**src/rtl/hamming_scrub_scheduler_pkg.sv**
```systemverilog
// -----------------------------------------------------------------------------
// hamming_ctrl_pkg
// Shared types and constants for the Hamming scrub scheduler.
//   state_e      : scheduler FSM state encoding (visible on the state output)
//   ERR_COUNT_W  : width of the saturating corrected-window counter
//   max_int()    : elaboration-time helper for sizing shared counters
// -----------------------------------------------------------------------------
package hamming_ctrl_pkg;

    typedef enum logic [1:0] {
        IDLE     = 2'd0,
        RUN      = 2'd1,
        CHECK    = 2'd2,
        WAIT_FIX = 2'd3
    } state_e;

    localparam int ERR_COUNT_W = 8;

    function automatic int max_int(input int a, input int b);
        return (a > b) ? a : b;
    endfunction

endpackage

```
**src/rtl/hamming_scrub_scheduler_if.sv**
```systemverilog
// -----------------------------------------------------------------------------
// hamming_scrub_scheduler_if
// Bundles the scheduler's request inputs and status outputs.
//   master : requester / host side (drives inc_req, scrub_req, err_detected)
//   slave  : scheduler side (drives cnt_enable and all status outputs)
// Signals:
//   inc_req      requester wants one counter increment this cycle
//   scrub_req    host forces a check window (level)
//   err_detected datapath mismatch flag
//   cnt_enable   registered enable to the protected counter datapath
//   state        current FSM state
//   pending      increments deferred during check windows
//   overflow     sticky: an increment was lost at pending saturation
//   err_count    saturating count of windows that needed correction
//   fix_fault    sticky: a correction did not clear in time
//   window_done  one-cycle pulse when a check window closes
// -----------------------------------------------------------------------------
interface hamming_scrub_scheduler_if #(
    parameter int PEND_W = 4
);
    import hamming_ctrl_pkg::*;

    logic                   inc_req;
    logic                   scrub_req;
    logic                   err_detected;
    logic                   cnt_enable;
    state_e                 state;
    logic [PEND_W-1:0]      pending;
    logic                   overflow;
    logic [ERR_COUNT_W-1:0] err_count;
    logic                   fix_fault;
    logic                   window_done;

    modport master (
        output inc_req, scrub_req, err_detected,
        input  cnt_enable, state, pending, overflow, err_count, fix_fault,
               window_done
    );

    modport slave (
        input  inc_req, scrub_req, err_detected,
        output cnt_enable, state, pending, overflow, err_count, fix_fault,
               window_done
    );

endinterface

```
**src/rtl/hamming_scrub_scheduler_sat_counter.sv**
```systemverilog
// -----------------------------------------------------------------------------
// sat_counter
// Up/down counter that saturates at both ends instead of wrapping.
//   clk   : clock, rising edge
//   rst   : asynchronous active-high reset, clears count
//   inc   : add one (held at all-ones)
//   dec   : subtract one (held at zero)
//   count : current value; inc and dec together leave it unchanged
// -----------------------------------------------------------------------------
module sat_counter #(
    parameter int WIDTH = 4
) (
    input  logic             clk,
    input  logic             rst,
    input  logic             inc,
    input  logic             dec,
    output logic [WIDTH-1:0] count
);

    localparam logic [WIDTH-1:0] MAX = '1;

    // NOTE: sequential state uses non-blocking assignments so every register
    // samples pre-edge values; combinational blocks use blocking assignments.
    always_ff @(posedge clk or posedge rst) begin
        if (rst) begin
            count <= '0;
        end else if (inc && !dec && (count != MAX)) begin
            count <= count + 1'b1;
        end else if (dec && !inc && (count != '0)) begin
            count <= count - 1'b1;
        end
    end

endmodule

```
**src/rtl/hamming_scrub_scheduler.sv**
```systemverilog
// -----------------------------------------------------------------------------
// hamming_scrub_scheduler
// Gates increments to a Hamming-protected counter so that the datapath is
// periodically quiesced for a check window. Increments requested while the
// datapath is held off are deferred in a saturating pending counter and
// replayed once the window closes.
// Parameters:
//   SCRUB_PERIOD : increments issued between forced check windows
//   CHECK_CYCLES : cnt_enable low time of each check window
//   FIX_TIMEOUT  : maximum cycles spent waiting for a correction
//   PEND_W       : pending-increment counter width
// Ports:
//   clk : clock, rising edge
//   rst : asynchronous active-high reset
//   bus : slave side of hamming_scrub_scheduler_if (requests in, status out)
// All outputs come straight from registers.
// -----------------------------------------------------------------------------
module hamming_scrub_scheduler
    import hamming_ctrl_pkg::*;
#(
    parameter int SCRUB_PERIOD = 64,
    parameter int CHECK_CYCLES = 3,
    parameter int FIX_TIMEOUT  = 16,
    parameter int PEND_W       = 4
) (
    input  logic                     clk,
    input  logic                     rst,
    hamming_scrub_scheduler_if.slave bus
);

    localparam int PERIOD_W = $clog2(SCRUB_PERIOD + 1);
    // One counter times both the CHECK window and the WAIT_FIX timeout.
    localparam int WIN_W    = $clog2(max_int(CHECK_CYCLES, FIX_TIMEOUT) + 1);

    localparam logic [PERIOD_W-1:0] PERIOD_LAST = PERIOD_W'(SCRUB_PERIOD - 1);
    localparam logic [WIN_W-1:0]    CHECK_LAST  = WIN_W'(CHECK_CYCLES - 1);
    localparam logic [WIN_W-1:0]    FIX_LAST    = WIN_W'(FIX_TIMEOUT - 1);
    localparam logic [PEND_W-1:0]   PEND_MAX    = '1;

    logic inc_req;
    logic scrub_req;
    logic err_detected;

    assign inc_req      = bus.inc_req;
    assign scrub_req    = bus.scrub_req;
    assign err_detected = bus.err_detected;

    state_e                 state_q,    state_d;
    logic                   cnt_en_q,   cnt_en_d;
    logic [PERIOD_W-1:0]    period_q,   period_d;
    logic [WIN_W-1:0]       win_q,      win_d;
    logic                   done_q,     done_d;
    logic                   fault_q,    fault_d;
    logic                   overflow_q, overflow_d;

    logic [PEND_W-1:0]      pending;
    logic [ERR_COUNT_W-1:0] err_count;

    logic pend_inc;
    logic pend_dec;
    logic err_inc;
    logic serve;
    logic period_hit;
    logic pend_nz;
    logic pend_full;

    assign pend_nz   = (pending != '0);
    assign pend_full = (pending == PEND_MAX);

    // -------------------------------------------------------------------------
    // State register
    // -------------------------------------------------------------------------
    always_ff @(posedge clk or posedge rst) begin
        if (rst) begin
            state_q <= IDLE;
        end else begin
            state_q <= state_d;
        end
    end

    // -------------------------------------------------------------------------
    // Next-state and next-output logic
    // -------------------------------------------------------------------------
    // NOTE: every signal written here gets a default first, so no path leaves
    // a value unassigned and no latch is inferred.
    always_comb begin
        state_d    = state_q;
        cnt_en_d   = 1'b0;
        period_d   = period_q;
        win_d      = win_q;
        done_d     = 1'b0;
        fault_d    = fault_q;
        pend_inc   = 1'b0;
        pend_dec   = 1'b0;
        err_inc    = 1'b0;
        serve      = 1'b0;
        period_hit = cnt_en_q && (period_q == PERIOD_LAST);

        case (state_q)
            IDLE: begin
                state_d = RUN;
                serve   = 1'b1;
            end

            RUN: begin
                if (cnt_en_q) begin
                    period_d = period_hit ? '0 : period_q + 1'b1;
                end
                if (scrub_req || period_hit) begin
                    // The request seen on the entry edge cannot be issued any
                    // more, so it is deferred like any in-window request.
                    state_d  = CHECK;
                    period_d = '0;
                    win_d    = '0;
                    pend_inc = inc_req;
                end else begin
                    serve = 1'b1;
                end
            end

            CHECK: begin
                pend_inc = inc_req;
                if (win_q == CHECK_LAST) begin
                    win_d = '0;
                    if (err_detected) begin
                        state_d = WAIT_FIX;
                        err_inc = 1'b1;
                    end else begin
                        state_d = RUN;
                        done_d  = 1'b1;
                        serve   = 1'b1;
                    end
                end else begin
                    win_d = win_q + 1'b1;
                end
            end

            WAIT_FIX: begin
                pend_inc = inc_req;
                if (!err_detected || (win_q == FIX_LAST)) begin
                    state_d = RUN;
                    win_d   = '0;
                    done_d  = 1'b1;
                    serve   = 1'b1;
                    fault_d = fault_q | err_detected;
                end else begin
                    win_d = win_q + 1'b1;
                end
            end

            default: begin
                state_d = IDLE;
            end
        endcase

        // Whenever the next cycle is a RUN cycle, issue one increment if any
        // is wanted. A backlog is served oldest-first: a new request replaces
        // the one drained, so pending only falls when inc_req is idle.
        if (serve) begin
            cnt_en_d = inc_req | pend_nz;
            pend_inc = inc_req & pend_nz;
            pend_dec = pend_nz;
        end

        overflow_d = overflow_q | (pend_inc & ~pend_dec & pend_full);
    end

    // -------------------------------------------------------------------------
    // Registered datapath and status flags
    // -------------------------------------------------------------------------
    always_ff @(posedge clk or posedge rst) begin
        if (rst) begin
            cnt_en_q   <= 1'b0;
            period_q   <= '0;
            win_q      <= '0;
            done_q     <= 1'b0;
            fault_q    <= 1'b0;
            overflow_q <= 1'b0;
        end else begin
            cnt_en_q   <= cnt_en_d;
            period_q   <= period_d;
            win_q      <= win_d;
            done_q     <= done_d;
            fault_q    <= fault_d;
            overflow_q <= overflow_d;
        end
    end

    sat_counter #(
        .WIDTH (PEND_W)
    ) u_pending (
        .clk   (clk),
        .rst   (rst),
        .inc   (pend_inc),
        .dec   (pend_dec),
        .count (pending)
    );

    sat_counter #(
        .WIDTH (ERR_COUNT_W)
    ) u_err_count (
        .clk   (clk),
        .rst   (rst),
        .inc   (err_inc),
        .dec   (1'b0),
        .count (err_count)
    );

    assign bus.cnt_enable  = cnt_en_q;
    assign bus.state       = state_q;
    assign bus.pending     = pending;
    assign bus.overflow    = overflow_q;
    assign bus.err_count   = err_count;
    assign bus.fix_fault   = fault_q;
    assign bus.window_done = done_q;

endmodule

```
**src/flat_wrapper.sv**
```systemverilog
// flat-port wrapper written by rule: the top's interface ports become plain ports
module hamming_scrub_scheduler_flat import hamming_ctrl_pkg::*;
#(
    parameter int SCRUB_PERIOD = 64,
    parameter int CHECK_CYCLES = 3,
    parameter int FIX_TIMEOUT  = 16,
    parameter int PEND_W       = 4
)
  (clk, rst, bus_inc_req, bus_scrub_req, bus_err_detected, bus_cnt_enable, bus_state, bus_pending, bus_overflow, bus_err_count, bus_fix_fault, bus_window_done);
  hamming_scrub_scheduler_if #(.PEND_W(PEND_W)) bus_i ();
  input  logic clk;
  input  logic rst;
  input wire logic [$bits(bus_i.inc_req)-1:0] bus_inc_req;
  input wire logic [$bits(bus_i.scrub_req)-1:0] bus_scrub_req;
  input wire logic [$bits(bus_i.err_detected)-1:0] bus_err_detected;
  output wire logic [$bits(bus_i.cnt_enable)-1:0] bus_cnt_enable;
  output wire logic [$bits(bus_i.state)-1:0] bus_state;
  output wire logic [$bits(bus_i.pending)-1:0] bus_pending;
  output wire logic [$bits(bus_i.overflow)-1:0] bus_overflow;
  output wire logic [$bits(bus_i.err_count)-1:0] bus_err_count;
  output wire logic [$bits(bus_i.fix_fault)-1:0] bus_fix_fault;
  output wire logic [$bits(bus_i.window_done)-1:0] bus_window_done;
  assign bus_i.inc_req = bus_inc_req;
  assign bus_i.scrub_req = bus_scrub_req;
  assign bus_i.err_detected = bus_err_detected;
  assign bus_cnt_enable = bus_i.cnt_enable;
  assign bus_state = bus_i.state;
  assign bus_pending = bus_i.pending;
  assign bus_overflow = bus_i.overflow;
  assign bus_err_count = bus_i.err_count;
  assign bus_fix_fault = bus_i.fix_fault;
  assign bus_window_done = bus_i.window_done;
  hamming_scrub_scheduler #(.SCRUB_PERIOD(SCRUB_PERIOD), .CHECK_CYCLES(CHECK_CYCLES), .FIX_TIMEOUT(FIX_TIMEOUT), .PEND_W(PEND_W)) u_core (.clk(clk), .rst(rst), .bus(bus_i));
endmodule
```
**config.mk**
```make
export PLATFORM = sky130hd
export DESIGN_NAME = hamming_scrub_scheduler_flat
export DESIGN_NICKNAME = d
export VERILOG_FILES = /design/src/rtl/hamming_scrub_scheduler_pkg.sv /design/src/rtl/hamming_scrub_scheduler_if.sv /design/src/rtl/hamming_scrub_scheduler_sat_counter.sv /design/src/rtl/hamming_scrub_scheduler.sv /design/src/flat_wrapper.sv
export SDC_FILE = /design/constraint.sdc
export NUM_CORES = 1
export LEC_CHECK = 0
export CELL_PAD_IN_SITES_DETAIL_PLACEMENT = 0
export CELL_PAD_IN_SITES_GLOBAL_PLACEMENT = 1
export CORE_MARGIN = 2
export CORE_UTILIZATION = 45
export CTS_BUF_LIST = sky130_fd_sc_hd__clkbuf_16
export DETAILED_ROUTE_END_ITERATION = 8
export PLACE_DENSITY = 0.8
export SYNTH_ARGS = -nofsm -noshare
export SYNTH_HDL_FRONTEND = slang
export SYNTH_SLANG_ARGS = --single-unit
```
**constraint.sdc**
```tcl
create_clock -name clk -period 6.54 [get_ports clk]
set_input_delay 0.981 -clock clk [delete_from_list [all_inputs] [get_ports clk]]
set_output_delay 0.981 -clock clk [all_outputs]
set_load 0.03 [all_outputs]
```
==> summary.md <==
The final standard cell utilization of the core is 60.3%. In this run the worst path has a maximum fanout of 6. The reported max-cap violation count was 0. TritonCTS built the clock tree. The synthesized design contains 0 enable-type register cells. The share of async-settable or async-resettable flops after synthesis works out to 100%. The total area inside the core boundary comes to 3420 µm². Summed over all nets, the half-perimeter wirelength after detailed placement is 2480 µm. The first TritonRoute pass finished after 4 iterations. For the post-layout total power, the log shows 0.852 mW.

Setup repair after global routing left no endpoint under its margin. Counting distinct cell types in the post-synthesis netlist gives 43. At the placement stage, the worst setup path has a slack of 2870 ps. Measured along the y axis, the die boundary spans 64.4 µm.

Library cell with the largest summed area after synthesis: sky130_fd_sc_hd__dfrtp_1. The tree is rooted in a sky130_fd_sc_hd__clkbuf_16. The I/O pin count was 23; the post-route cell area was 2060 µm².

The die area is 4150 µm², and the floorplan row count is 21. The minimum period implied by the final worst setup slack was 3410 ps; the count of buffers from port buffering was 22. The post-detailed-route wirelength per cell was 14.2 µm. The later pin in the worst-skew pair is clocked with a latency of 270 ps.

For the number of antenna violations at the first check in global routing, the log shows 0. At the end of the flow, the number of nets in the layout was 207. For the number of global-route vias before repair, the log shows 1,298. The instance count of the mapped netlist is 160, and the sequential area share after synthesis is 45.7%. The worst setup path is launched from an input port.

For the worst setup path, the data arrival time is 3610 ps. In the routed design, unresolved DRC markers number 0. Across all setup checks in the final design, the least slack found is 3130 ps. The number of gates resized after CTS was 0. The logs give 1640 µm² for the combined area of all synthesized cells and 0 for the number of antenna cells inserted.

The tools report the number of hold violations in the final report as 0. The tools report the H-tree depth reported by CTS as 2. Class of the tightest hold or removal check: reg2reg. The number of nets with antenna violations after detailed routing is 0.

The logs give 62.9% for the worst relative slew slack and 0 for the final setup violation count. On the final layout, the worst hold slack is 469 ps. The total congestion overflow after global routing is 0, and the initial detailed-routing violation count is 63.

After synthesis, the cell types taking the most area are sky130_fd_sc_hd__dfrtp_1 (46%), sky130_fd_sc_hd__ha_1 (9.1%), sky130_fd_sc_hd__o21ai_0 (3.7%). Synthesis inferred 30 register bits. The die is 64.4 µm wide. The placed instances occupy a cell area of 1920 µm². The tools report the warning count from the yosys run as 0. The clock transition at the registers of the reported paths came out at 50 ps. In the synthesized netlist, the cells that appear most often are sky130_fd_sc_hd__dfrtp_1 (30), sky130_fd_sc_hd__nand2_1 (13), sky130_fd_sc_hd__ha_1 (12), sky130_fd_sc_hd__o21ai_0 (12), sky130_fd_sc_hd__inv_1 (11). TritonCTS created 5 clock buffers. The logs give 178 for the post-synthesis net count and 228 for the cell total after placement. The number of vias per cell was 5.51.

The tools report the non-filler instance count after layout as 236. The peak clock frequency supported by timing is 0.293 GHz, and the data required time of the critical path is 6730 ps. VDD sags by at most 0.161 mV. The run gives 0 as the number of max-slew violations in the final report. Share of the synthesized area in the top cell type: 45.7%.

The flow ran to the end, and the final reports show no timing, DRC or antenna violations. The worst path uses 52.2% of the clock period. The routed layout has 1,301 vias. The maximum number of buffers from clock root to sink is 2, and the standby leakage power is 0.927 nW. For this design the ratio of total power to cell area is 413 nW/µm².

The average instance in the mapped netlist occupies 10.3 µm². The ratio of cells with drive above 1 in the final layout is 7.37%. The initial utilization of the core area, before any placement, comes to 48.1%. For the pin with the worst max-slew slack, the measured transition is 556 ps. Among all flip-flop cells after synthesis, the most frequent one is sky130_fd_sc_hd__dfrtp_1. The congestion estimate from routability-driven global placement came to 0.732.

Counting every sink on the clock net gives 30. The count of hold-fix buffers inserted at cts is 0. The most common cell in the synthesized netlist is sky130_fd_sc_hd__dfrtp_1. The aggregate routed wire length is 3350 µm, and the pin count of the biggest net entering global routing is 31. In this run the post-CTS setup repair buffer count came out at 0. The logs give 18.4% for the global-route usage over all layers and 3.53 ps for the largest clock skew in the final design. The tools report the setup total negative slack as 0 ps. The first global-routing pass estimated 5850 µm of wire.

STA classifies the critical path endpoint as a flop. Classification of the worst setup path: in2reg. The area growth from synthesis to layout is 25.5%.
[path summary, 6_finish.rpt]
check	slack, ps	cells after the start	start	endpoint
hold reg to reg	470	1	u_core.bus.fix_fault	u_core.bus.fix_fault
setup / recovery	3130	9	bus_err_detected	u_core.u_pending.count[3]
setup reg to reg	3340	11	u_core.win_q[0]	u_core.u_pending.count[3]
min in group asynchronous	1110	3	rst	u_core.win_q[2]
hold / removal	470	1	u_core.bus.fix_fault	u_core.bus.fix_fault
max in group asynchronous	5150	3	rst	u_core.period_q[0]
[area by class of cell]
cell class / count / area (µm²)
Clock buffer: 5 / 125
Inverter: 11 / 41.3
Multi-Input combinational cell: 118 / 846
Timing Repair Buffer: 23 / 228
Tap cell: 46 / 57.6
Clock inverter: 3 / 12.5
Fill cell: 315 / 1360
Sequential cell: 30 / 751
[where the power goes]
group	leakage, nW	total, mW	internal, mW	switching [mW]
clock	0.0724	0.212	0.137	0.0749
combinational	0.456	0.365	0.158	0.207
sequential	0.398	0.275	0.225	0.0503
[flip-flops by register name, indices dropped and copies added, names as in the netlist]
register,flops
u_core.bus.window_done,1
u_core.win_q,5
u_core.bus.state,2
u_core.u_pending.count,4
u_core.u_err_count.count,8
u_core.bus.fix_fault,1
u_core.period_q,7
u_core.bus.cnt_enable,1
u_core.bus.overflow,1
[logic make-up after synthesis]
logic type / synth area share [%]
flip-flops: 45.7
adder cells (fa/ha/maj): 10.4
AND/OR/NAND/NOR: 17.9
multiplexers: 3.28
XOR/XNOR: 5.34
buffers and inverters: 2.74
AO/OA/AOI/OAI: 14.6
[layer usage]
| metal | up-vias | GRT usage (%) | part of all wire [%] |
|---|---|---|---|
| met5 | - | 0 | 0 |
| met1 | 635 | 22.7 | 46 |
| met2 | 24 | 30.2 | 48 |
| met3 | 9 | 3.52 | 2.8 |
| li1 | 633 | - | - |
| met4 | 0 | 10.4 | 2.4 |
[critical path, cell delays in order]
cell and delay [ps]:
sky130_fd_sc_hd__clkdlybuf4s50_1 540, sky130_fd_sc_hd__nand2b_1 130, sky130_fd_sc_hd__a2bb2oi_1 350, sky130_fd_sc_hd__nand4_1 340, sky130_fd_sc_hd__ha_1 380, sky130_fd_sc_hd__a21o_1 180
sky130_fd_sc_hd__a21oi_1 220, sky130_fd_sc_hd__mux2_2 360, sky130_fd_sc_hd__mux2i_1 120
[placed cells by master (no fill, tap or decap), drive strengths merged, types with 2 or more instances in the layout]
| cell | n |
|---|---|
| dfrtp | 30 |
| clkdlybuf4s50 | 22 |
| nand2 | 13 |
| o21ai | 13 |
| inv | 12 |
| ha | 12 |
| nand3 | 9 |
| nor2 | 8 |
| xnor2 | 6 |
| nand2b | 5 |
| nand4 | 5 |
| clkbuf | 5 |
| xor2 | 4 |
| a2bb2oi | 3 |
| a21oi | 3 |
| mux2 | 3 |
| nand4b | 2 |
| or2 | 2 |
| nor4 | 2 |
| nor2b | 2 |
| and2 | 2 |
| a21o | 2 |
| mux2i | 2 |
| o21bai | 2 |
| clkinv | 2 |
Note: power is estimated with default switching activity, not from simulation.
